<file path="config.mk">
export PLATFORM = sky130hd
export DESIGN_NAME = noc_input_buffer
export DESIGN_NICKNAME = d
export VERILOG_FILES = /design/src/rtl/noc_input_buffer.sv
export SDC_FILE = /design/constraint.sdc
export NUM_CORES = 1
export LEC_CHECK = 0
export ABC_AREA = 1
export BUFFER_PORTS_ARGS = -buffer_cell sky130_fd_sc_hd__buf_2
export CAP_MARGIN = 20
export CORE_ASPECT_RATIO = 1.1
export CORE_MARGIN = 3
export CORE_UTILIZATION = 40
export DETAILED_ROUTE_END_ITERATION = 7
export GPL_TIMING_DRIVEN = 0
export HOLD_SLACK_MARGIN = 0.06
export SLEW_MARGIN = 20
export SYNTH_ARGS = -nofsm -noshare
export SYNTH_HDL_FRONTEND = slang
export SYNTH_SLANG_ARGS = --single-unit
</file>
<file path="constraint.sdc">
create_clock -name clk -period 3.2 [get_ports clk]
set_input_delay 0.48 -clock clk [delete_from_list [all_inputs] [get_ports clk]]
set_output_delay 0.48 -clock clk [all_outputs]
set_load 0.01 [all_outputs]
</file>
<file path="src/rtl/noc_input_buffer.sv">
// noc_input_buffer: per-port input FIFO of the 5-port router.
// Buffers incoming flits, checks header/body/tail framing and presents the
// head packet (req, flit_id, length) to the arbiter. One flit is popped per
// granted cycle; popped flits appear registered on out_valid/out_data.
module noc_input_buffer #(
  parameter int DATA_W = 32,
  parameter int DEPTH  = 8,
  parameter int AW     = 3
) (
  input  logic              clk,
  input  logic              rst,
  input  logic              in_valid,
  output logic              in_ready,
  input  logic [DATA_W-1:0] in_data,
  input  logic [2:0]        in_flit_id,
  input  logic              grant,
  output logic              req,
  output logic [2:0]        flit_id,
  output logic [11:0]       length,
  output logic              out_valid,
  output logic [DATA_W-1:0] out_data,
  output logic [2:0]        out_flit_id,
  output logic [AW:0]       count,
  output logic              err_drop
);

  localparam logic [2:0]    ID_HEAD  = 3'b001;
  localparam logic [2:0]    ID_BODY  = 3'b010;
  localparam logic [2:0]    ID_TAIL  = 3'b100;
  localparam logic [AW:0]   CNT_FULL = (AW+1)'(DEPTH);
  localparam logic [AW:0]   CNT_ONE  = (AW+1)'(1);
  localparam logic [AW:0]   CNT_ZERO = (AW+1)'(0);
  localparam logic [AW-1:0] PTR_ONE  = AW'(1);

  typedef enum logic [0:0] {
    ST_IDLE = 1'b0,
    ST_PKT  = 1'b1
  } state_t;

  // Only the three one-hot framing codes may enter the FIFO.
  function automatic logic id_legal(input logic [2:0] id);
    return (id == ID_HEAD) || (id == ID_BODY) || (id == ID_TAIL);
  endfunction

  logic [DATA_W-1:0] mem_data_r [DEPTH];
  logic [2:0]        mem_id_r   [DEPTH];
  logic [AW-1:0]     wr_ptr_r;
  logic [AW-1:0]     rd_ptr_r;
  logic [AW:0]       count_r;
  state_t            state_r;
  state_t            state_s;

  logic              empty_s;
  logic              in_ready_s;
  logic              push_s;
  logic              illegal_s;
  logic              pop_s;
  logic              drop_s;
  logic              miss_tail_s;
  logic              remove_s;
  logic              req_s;
  logic [2:0]        head_id_s;
  logic [DATA_W-1:0] head_data_s;

  assign empty_s     = (count_r == CNT_ZERO);
  // Held low during reset so upstream never pushes into a FIFO being cleared.
  assign in_ready_s  = rst && (count_r != CNT_FULL);
  assign push_s      = in_valid && in_ready_s && id_legal(in_flit_id);
  assign illegal_s   = in_valid && in_ready_s && !id_legal(in_flit_id);
  assign head_id_s   = mem_id_r[rd_ptr_r];
  assign head_data_s = mem_data_r[rd_ptr_r];
  // Orphan discards free the entry exactly like a pop, just without out_valid.
  assign remove_s    = pop_s || drop_s;

  assign in_ready = in_ready_s;
  assign req      = req_s;
  assign flit_id  = empty_s ? 3'b000 : head_id_s;
  assign count    = count_r;
  assign err_drop = illegal_s || drop_s || miss_tail_s;

  // Framing FSM next state, pop/discard decisions and arbiter request.
  always_comb begin
    state_s     = state_r;
    pop_s       = 1'b0;
    drop_s      = 1'b0;
    miss_tail_s = 1'b0;
    req_s       = 1'b0;
    case (state_r)
      ST_IDLE: begin
        if (empty_s) begin
          req_s = 1'b0;
        end else if (head_id_s == ID_HEAD) begin
          req_s = 1'b1;
          if (grant) begin
            pop_s   = 1'b1;
            state_s = ST_PKT;
          end else begin
            pop_s = 1'b0;
          end
        end else begin
          // Body/tail with no open packet: discard one per cycle.
          drop_s = 1'b1;
        end
      end
      ST_PKT: begin
        req_s = !empty_s;
        if (empty_s) begin
          pop_s = 1'b0;
        end else if (head_id_s == ID_HEAD) begin
          // Missing tail: keep the new header and re-serve it from IDLE.
          miss_tail_s = 1'b1;
          state_s     = ST_IDLE;
        end else if (grant) begin
          pop_s = 1'b1;
          if (head_id_s == ID_TAIL) begin
            state_s = ST_IDLE;
          end else begin
            state_s = ST_PKT;
          end
        end else begin
          pop_s = 1'b0;
        end
      end
      default: begin
        state_s = ST_IDLE;
      end
    endcase
  end

  // FIFO storage; every entry is written before it can be read.
  always_ff @(posedge clk) begin
    if (push_s) begin
      mem_data_r[wr_ptr_r] <= in_data;
      mem_id_r[wr_ptr_r]   <= in_flit_id;
    end
  end

  // Pointers, occupancy and FSM state.
  always_ff @(posedge clk or negedge rst) begin
    if (!rst) begin
      wr_ptr_r <= '0;
      rd_ptr_r <= '0;
      count_r  <= CNT_ZERO;
      state_r  <= ST_IDLE;
    end else begin
      state_r <= state_s;
      if (push_s) begin
        wr_ptr_r <= wr_ptr_r + PTR_ONE;
      end
      if (remove_s) begin
        rd_ptr_r <= rd_ptr_r + PTR_ONE;
      end
      case ({push_s, remove_s})
        2'b10:   count_r <= count_r + CNT_ONE;
        2'b01:   count_r <= count_r - CNT_ONE;
        default: count_r <= count_r;
      endcase
    end
  end

  // Packet length latched whenever a header waits at the head in IDLE.
  always_ff @(posedge clk or negedge rst) begin
    if (!rst) begin
      length <= 12'h000;
    end else if ((state_r == ST_IDLE) && !empty_s && (head_id_s == ID_HEAD)) begin
      length <= head_data_s[11:0];
    end
  end

  // Registered crossbar output, one cycle after each pop.
  always_ff @(posedge clk or negedge rst) begin
    if (!rst) begin
      out_valid   <= 1'b0;
      out_data    <= '0;
      out_flit_id <= 3'b000;
    end else begin
      out_valid <= pop_s;
      if (pop_s) begin
        out_data    <= head_data_s;
        out_flit_id <= head_id_s;
      end
    end
  end

endmodule

</file>
==> run metrics, run 1 <==
clock network fraction of total power 26.7%; number of synthesized register bits 339; Die Span Y 199 um; Num Clock Sinks 339; GR peak layer met2; count of final max-slew check failures 0; Syn Nets 1173; post-synthesis sequential area ratio 72.6%; Power per Cell Area 925 mW/mm2; Setup crit start kind flop; global placer's final weighted congestion 0.761; maximum root-to-sink buffer count 3; sw frac 37.3%; clk_skew 0.0255 ns; layout cells sized above 1 16.9%; DRT Pass-1 Iters 5; # DRC 0; Worst-Margin Slew 0.850 ns; largest net degree at the start of global routing 43; via count of the routed design 9064; data required time of the worst path 3.61 ns; grt met2 use 31.5%; hold slack 0.231 ns; FFs w/ async S/R, synth 17.4%; Distinct cells, synth 33; Top Ports 97; CTS buffer count 36; status finished, final reports clean; Synth Instances 1128; Initial Util 40.8%; Reg power frac 36.7%; Fill cells 2942; vias in the first global route 9006; ANT cells 0; max frequency 319 MHz; GRT Total Usage 18.9%; Final setup viols 0; Comb power frac 36.6%; Crit Path Max Fanout 10; Layout Nets 1329; synthesis-to-finish area growth 19.8%; cell taking the most area after synthesis edfxtp_1; die area 0.0363 mm2; fin crit period 3.14 ns; initial antenna violation count 2; Rows 70; Mapped Avg Cell Area 12.1 um2; setup_tns 0 ns; CTS root buffer clkbuf_16; DRT antenna net count 0; final hold vios 0; clk_lat worst skew 0.53 ns; vias per inst 5.20; Sw Pwr 5.62 mW; top cell type's share of synthesized area 61.8%; yosys warns 0; RSZ-0062 raised after global routing true; Placed Area 0.0151 mm2; first-pass GRT wire length 52.4 mm; Detail Placement HPWL 22.8 mm; max-cap violation count 0; DRT Wirelength 34.8 mm; peak supply drop 0.000457 V; met3 usage 3.17%; critical path class flop to flop; Area contributors post-synth edfxtp_1 62%, dfrtp_1 11%, nor2_1 6.3%; fin crit share 98.0%; Pleak 6.18 nW; drt wl/cell 20.0 um; htree depth 2; Mapped Area 0.0136 mm2; Post-synth EDFFs 280; WP data arrival 3.54 ns; TritonCTS clock tree yes; met1 usage 25.6%; Hold/Removal Path Class primary input to flop; kind of end point of the critical path flop; P_int 9.46 mW; Die Width 182 um; Total Power 15.1 mW; Port-buffer cells 96; Core ar. 0.0334 mm2; most numerous cell in the Yosys netlist edfxtp_1; Synth Flop Type edfxtp_1; DRT iter0 DRCs 751; Clock transition at path regs 0.06 ns; Slew HR 43.3%; list of most frequent post-synthesis cells 280 x edfxtp_1, 230 x nor2_1, 136 x nand2_1; gr ovfl total 0; Design Area, Final 0.0163 mm2
==> path summary, 6_finish.rpt <==
path | endpoint | startpoint | depth (start not counted) | slack, ns
worst max-delay path | count[3] | rd_ptr_r[0] | 20 | 0.06
worst min register to register | length[5] | length[5] | 2 | 0.46
worst max register to register | count[3] | rd_ptr_r[0] | 20 | 0.06
max in group asynchronous | out_data[0] | rst | 3 | 1.51
worst min-delay path | mem_data_r[5][6] | in_data[6] | 1 | 0.23
min in group asynchronous | out_data[9] | rst | 3 | 0.46
==> metrics by stage <==
step | util, % | setup WS (ns) | instances
floorplan | - | -0.0641 | 1128
global placement | 43.9 | -2.81 | 1656
detailed placement | 45.3 | -0.118 | 1671
CTS | 48.7 | 0.0360 | 1738
global route | 48.9 | -0.148 | 1743
finish | 48.9 | 0.0639 | 1743
==> placed cells by master (no fill, tap or decap), types with 2 or more instances in the layout <==
cell type,instances
clkbuf_1,53
dfrtp_1,59
o221ai_1,13
buf_6,5
o21ai_0,132
nand2_2,4
bufinv_16,2
nor2_4,9
buf_1,4
dlygate4sd3_1,2
o21a_1,12
buf_2,107
inv_6,4
nand2_1,134
o22ai_1,12
ha_1,5
nand3_1,114
clkbuf_16,37
buf_16,14
inv_1,34
nor2_1,222
buf_4,11
nand4_1,4
buf_12,2
clkinv_2,4
edfxtp_1,280
nand2_4,2
xor2_1,4
clkbuf_8,3
nand3_2,11
==> what timing repair did <==
action                                  in CTS  in global routing
buffers inserted                             0                  4
hold buffers                                 2                  0
resized for setup                            0                  4
endpoints found under the setup margin       0                 40
hold endpoints to repair                    18                  0
==> sequential cells by signal, summed over array words and instances, names as in the netlist <==
name / flops
count: 4
mem_data_r: 256
wr_ptr_r: 3
length: 12
out_valid: 1
rd_ptr_r: 3
out_data: 32
out_flit_id: 3
mem_id_r: 24
state_r: 1
==> cell type report <==
| type | count | area, um2 | share of cell area, % |
|---|---|---|---|
| tap | 432 | 541 | 3.32 |
| clock buffer | 54 | 1020 | 6.26 |
| multi-input combinational | 687 | 3320 | 20.4 |
| sequential | 339 | 9880 | 60.6 |
| timing repair buffer | 117 | 938 | 5.76 |
| inverter | 36 | 140 | 0.860 |
| buffer | 67 | 343 | 2.10 |
| clock inverter | 11 | 118 | 0.721 |
==> kinds of logic after synthesis <==
kind of cell,after synthesis,share of synthesized area [%]
AND/OR/NAND/NOR,503,15.9
adder cells (fa/ha/maj),6,0.607
XOR/XNOR,5,0.322
AO/OA/AOI/OAI,172,7.04
flip-flops,339,72.6
buffers and inverters,103,3.53
==> worst max-delay path: stages, from the launching register on <==
cell,delay [ns]
dfrtp_1,0.40
buf_4,0.19
inv_6,0.08
buf_6,0.14
nand2_1,0.06
nand3_1,0.07
nand3_1,0.16
nand2_2,0.16
nand3_4,0.12
nand2_4,0.10
buf_6,0.15
nand3_2,0.12
ha_1,0.24
ha_1,0.32
nand2_1,0.08
nor2_1,0.04
a211oi_1,0.22
nor2_1,0.07
nor2_1,0.09
nand2_1,0.06
xor2_1,0.13
==> layer usage <==
metal,vias to the layer above,part of all wire (%)
li1,4289,-
met1,4385,43
met2,317,48
met3,69,6.6
met4,4,2.4
met5,-,0.063
==> power groups by stage <==
stage,clock network (mW),registers [mW],logic (mW)
after floorplan,0,5.73,3.35
after global placement,0,5.62,5.29
after detailed placement,0,5.62,5.50
after CTS,4.12,5.53,5.53
after global routing,4.31,5.59,6.16
final,4.03,5.53,5.52
Power figures use the tool's default switching activity.
==> run 2, diff against run 1 <==
--- a/constraint.sdc
+++ b/constraint.sdc
@@ -3,2 +3,2 @@
 set_output_delay 0.48 -clock clk [all_outputs]
-set_load 0.01 [all_outputs]
+set_load 0.05 [all_outputs]
==> run metrics, run 2 (same netlist as run 1, synthesis figures left out) <==
synthesis-to-finish area growth 19.2%; DRT Pass-1 Iters 5; vias per inst 5.25; Core ar. 0.0334 mm2; Setup crit start kind flop; area of the multi-input gates 0.00334 mm2; TritonCTS clock tree yes; Fill cells 2975; Die Span Y 199 um; Die Width 182 um; Port-buffer cells 96; clk_skew 0.0196 ns; Core Util, Final 48.6%; DRT Wirelength 34.6 mm; Placed Cells 1669; kind of end point of the critical path primary output; Top Ports 97; CP top delay family simple AND/OR/NAND/NOR gates; Detail Placement HPWL 22.2 mm; Pleak 6.13 nW; Initial Util 40.8%; RSZ-0062 raised after global routing true; Total Power 16.2 mW; final hold vios 0; DRT iter0 DRCs 800; data required time of the worst path 2.72 ns; clk_lat worst skew 0.51 ns; peak supply drop 0.000480 V; Crit-path slowest cell dfrtp_1; gr ovfl total 0; fin crit period 3.01 ns; GRT Total Usage 18.9%; Final setup viols 0; max FFs per register 256; Worst-Margin Slew 0.761 ns; Storage cell area 0.00988 mm2; critical path's most frequent cell buf_4; Rows 70; critical path class flop to primary output; Non-Filler Instances 1736; fin crit share 94.2%; Crit path largest cell delay 0.39 ns; largest net degree at the start of global routing 32; vias in the first global route 8997; max frequency 332 MHz; # DRC 0; DRT antenna net count 0; via count of the routed design 9122; Num Clock Sinks 339; WP data arrival 2.53 ns; Layout Nets 1324; commonest non-fill, non-tap cells in the layout 280 x edfxtp_1, 221 x nor2_1, 134 x nand2_1; drt wl/cell 19.9 um; Hold/Removal Path Class primary input to flop; status finished, final reports clean; global placer's final weighted congestion 0.782; hold slack 0.239 ns; Clock transition at path regs 0.06 ns; Regs by FF count mem_data_r: 256 flops, out_data: 32 flops, mem_id_r: 24 flops; CTS buffer count 35; Power per Cell Area 1000 mW/mm2; die area 0.0363 mm2; CTS root buffer clkbuf_16; commonest non-fill, non-tap cell in the layout edfxtp_1; Slew HR 49.3%; maximum root-to-sink buffer count 3; first-pass GRT wire length 52.8 mm; max-cap violation count 0; count of final max-slew check failures 0; initial antenna violation count 6; Most flops, register mem_data_r; Crit Path Max Fanout 10; crit-path cells buf_4 > inv_6 > buf_6 > nand2_1 > nand3_1 > nand3_1 > nand2_2 > nand3_4 > nor2_4 > nand2_2 > buf_4 > nand2_1 > buf_4; layout cells sized above 1 17.0%; worst path bufs/invs 5; htree depth 2
==> run 2: cell count changes in the layout (fill, tap and decap cells not counted), moves of 2 or more <==
cell       delta
clkbuf_1      -6
buf_16        -5
buf_12        +4
clkinv_1      +3
clkbuf_16     -2
==> run 2: layer usage <==
layer / vias up / wire length, um / global-route usage [%]
met1: 4528 / 14800 / 25.7
met4: 10 / 607 / 5.28
met5: - / 64 / 0
li1: 4267 / - / -
met2: 267 / 16500 / 31.1
met3: 50 / 2630 / 4.13
==> run 2: timing repair <==
| item | 4_1_cts | 5_1_grt |
|---|---|---|
| buffers inserted | 0 | 3 |
| endpoints found under the hold margin | 29 | 0 |
| setup endpoints to repair | 1 | 3 |
| pin swaps | 0 | 2 |
| hold buffers | 2 | 0 |
| cloned | 0 | 0 |
| resized for setup | 2 | 8 |
==> run 2: worst reg2reg max path, delay by kind of cell (launching register included) <==
kind | cells | cell delay [ns]
compound gates | 1 | 0.17
xor+xnor | 1 | 0.14
fa+ha+maj | 2 | 0.53
buf+inv | 4 | 0.57
flops | 1 | 0.39
simple gates | 12 | 1.10
==> run 2: where the power goes <==
group | switching [mW] | internal [mW] | total [mW]
Clock | 1.62 | 2.34 | 3.96
Combinational | 4.91 | 1.85 | 6.76
Sequential | 0.254 | 5.27 | 5.53
Total | 6.78 | 9.47 | 16.2
==> run 2: stage by stage <==
stage / TNS (ns) / area [um2] / setup WS [ns]
floorplan: -7.93 / 13700 / -0.0566
global placement: -355.97 / 14700 / -1.66
detailed placement: -6.25 / 15000 / -0.115
CTS: 0 / 16200 / 0.0155
global route: -0.0247 / 16200 / -0.0247
finish: 0 / 16200 / 0.186
==> run 2: area by class of cell <==
type	count	share of cell area [%]
antenna	1	0.0154
clock buffer	47	5.88
multi-input combinational	686	20.6
inverter	36	0.864
timing repair buffer	114	5.34
sequential	339	60.9
tap	432	3.33
buffer	67	2.11
clock inverter	14	0.925
==> run 2: final timing paths <==
kind,start,to,slack (ns),cells past startpoint
max,rd_ptr_r[0],req,0.19,13
min,in_data[0],mem_data_r[1][0],0.24,1
max reg2reg,rd_ptr_r[0],count[3],0.22,20
min reg2reg,length[8],length[8],0.47,2
max in group asynchronous,rst,out_data[22],2.48,3
min in group asynchronous,rst,length[7],0.50,3
==> run 3, diff against run 2 <==
CELL_PAD_IN_SITES_DETAIL_PLACEMENT = 1   (was unset)
CELL_PAD_IN_SITES_GLOBAL_PLACEMENT = 1   (was unset)
PLACE_DENSITY_LB_ADDON = 0.1   (was unset)
==> run metrics, run 3 (same netlist as run 1, synthesis figures left out) <==
Detail Placement HPWL 26.4 mm; gr ovfl total 0; vias in the first global route 9827; Pleak 6.25 nW; Storage cell area 0.00988 mm2; first-pass GRT wire length 60.2 mm; Total Power 16.9 mW; Die Span Y 199 um; status finished, final reports clean; Initial Util 40.8%; Core ar. 0.0334 mm2; DRT antenna net count 0; WP data arrival 2.54 ns; maximum root-to-sink buffer count 3; P_int 9.75 mW; Placed Area 0.0151 mm2; Num Clock Sinks 339; sw frac 42.2%; TritonCTS clock tree yes; global placer's final weighted congestion 0.766; data required time of the worst path 2.72 ns; layout cells sized above 1 17.7%; fin crit period 3.02 ns; DRT Wirelength 39.9 mm; Crit path largest cell delay 0.41 ns; count of final max-slew check failures 0; Comb power frac 42.0%; clk_lat worst skew 0.53 ns; Rows 70; Port-buffer cells 96; max-cap violation count 0; DP Worst Slack -0.232 ns; Most flops, register mem_data_r; kind of end point of the critical path primary output; commonest non-fill, non-tap cell in the layout edfxtp_1; Non-Filler Instances 1751; max frequency 331 MHz; Sw Pwr 7.12 mW; Top Ports 97; initial antenna violation count 3; clock network fraction of total power 25.0%; vias per inst 5.33; largest net degree at the start of global routing 33; final hold vios 0; crit-path cells buf_6 > inv_6 > buf_8 > nand2_1 > nand3_1 > nand3_1 > nand2_2 > nand3_4 > nor2_4 > nand2_2 > buf_6 > nand2_1 > buf_4; synthesis-to-finish area growth 21.1%; area of the multi-input gates 0.00336 mm2; Crit-path slowest cell dfrtp_1; DRT iter0 DRCs 647; Crit Path Max Fanout 10; die area 0.0363 mm2; GRT Total Usage 22.0%; CTS root buffer clkbuf_16; Reg power frac 33.0%; commonest non-fill, non-tap cells in the layout 280 x edfxtp_1, 221 x nor2_1, 133 x nand2_1; Hold/Removal Path Class primary input to flop; RSZ-0062 raised after global routing false; Layout Nets 1335; Core Util, Final 49.4%; DRT Pass-1 Iters 5; Die Width 182 um; critical path class flop to primary output; Regs by FF count mem_data_r: 256 flops, out_data: 32 flops, mem_id_r: 24 flops; setup_tns 0 ns; Worst-Margin Slew 0.811 ns; Final setup viols 0; Clock transition at path regs 0.06 ns; Worst Slack Setup Final 0.180 ns; hold slack 0.228 ns; Design Area, Final 0.0165 mm2; peak supply drop 0.000434 V; Power per Cell Area 1020 mW/mm2; htree depth 2; Setup crit start kind flop; Fill cells 3522; drt wl/cell 22.8 um; via count of the routed design 9337; CTS buffer count 38; max FFs per register 256; Slew HR 45.9%; ANT cells 0; Placed Cells 1672; # DRC 0; clk_skew 0.0142 ns; fin crit share 94.4%
-- run 3: critical path: cells and delay by family (launching register included) --
kind / cells / cell delay (ns)
AND/OR/NAND/NOR: 8 / 0.86
buffers and inverters: 5 / 0.74
flip-flops: 1 / 0.41
-- run 3: final cells by class --
class / count / area share, %
clock buffer: 55 / 6.41
timing repair buffer: 122 / 6.03
multi-input combinational: 686 / 20.4
sequential: 339 / 60.0
tap: 432 / 3.28
inverter: 36 / 0.850
buffer: 67 / 2.19
clock inverter: 14 / 0.866
-- run 3: timing repair --
action,CTS,global route
pin swaps,3,5
buffers inserted,2,6
endpoints found under the setup margin,2,17
hold endpoints to repair,28,0
hold buffers,2,0
gates resized for setup,7,10
-- run 3: power groups by stage --
stage | registers (mW) | clock network (mW) | logic, mW
floorplan | 6.66 | 0 | 3.57
global placement | 5.64 | 0 | 6.73
detailed placement | 5.66 | 0 | 6.93
CTS | 5.58 | 4.31 | 7.06
global route | 5.62 | 4.51 | 7.79
finish | 5.57 | 4.22 | 7.08
-- run 3: final timing paths --
| kind | start | endpoint | slack [ns] | depth (start not counted) |
|---|---|---|---|---|
| worst max-delay path | rd_ptr_r[0] | req | 0.18 | 13 |
| worst min-delay path | in_data[10] | mem_data_r[0][10] | 0.23 | 1 |
| worst max register to register | rd_ptr_r[0] | count[3] | 0.30 | 20 |
| worst min register to register | length[7] | length[7] | 0.47 | 2 |
| max in group asynchronous | rst | out_data[19] | 2.49 | 3 |
| min in group asynchronous | rst | count[1] | 0.48 | 3 |
-- run 3: per-layer routing --
layer | track usage (%) | wire length (um)
met5 | 0 | 41
met4 | 6.77 | 1030
met3 | 3.33 | 2050
met2 | 38.2 | 19800
met1 | 28.9 | 17000
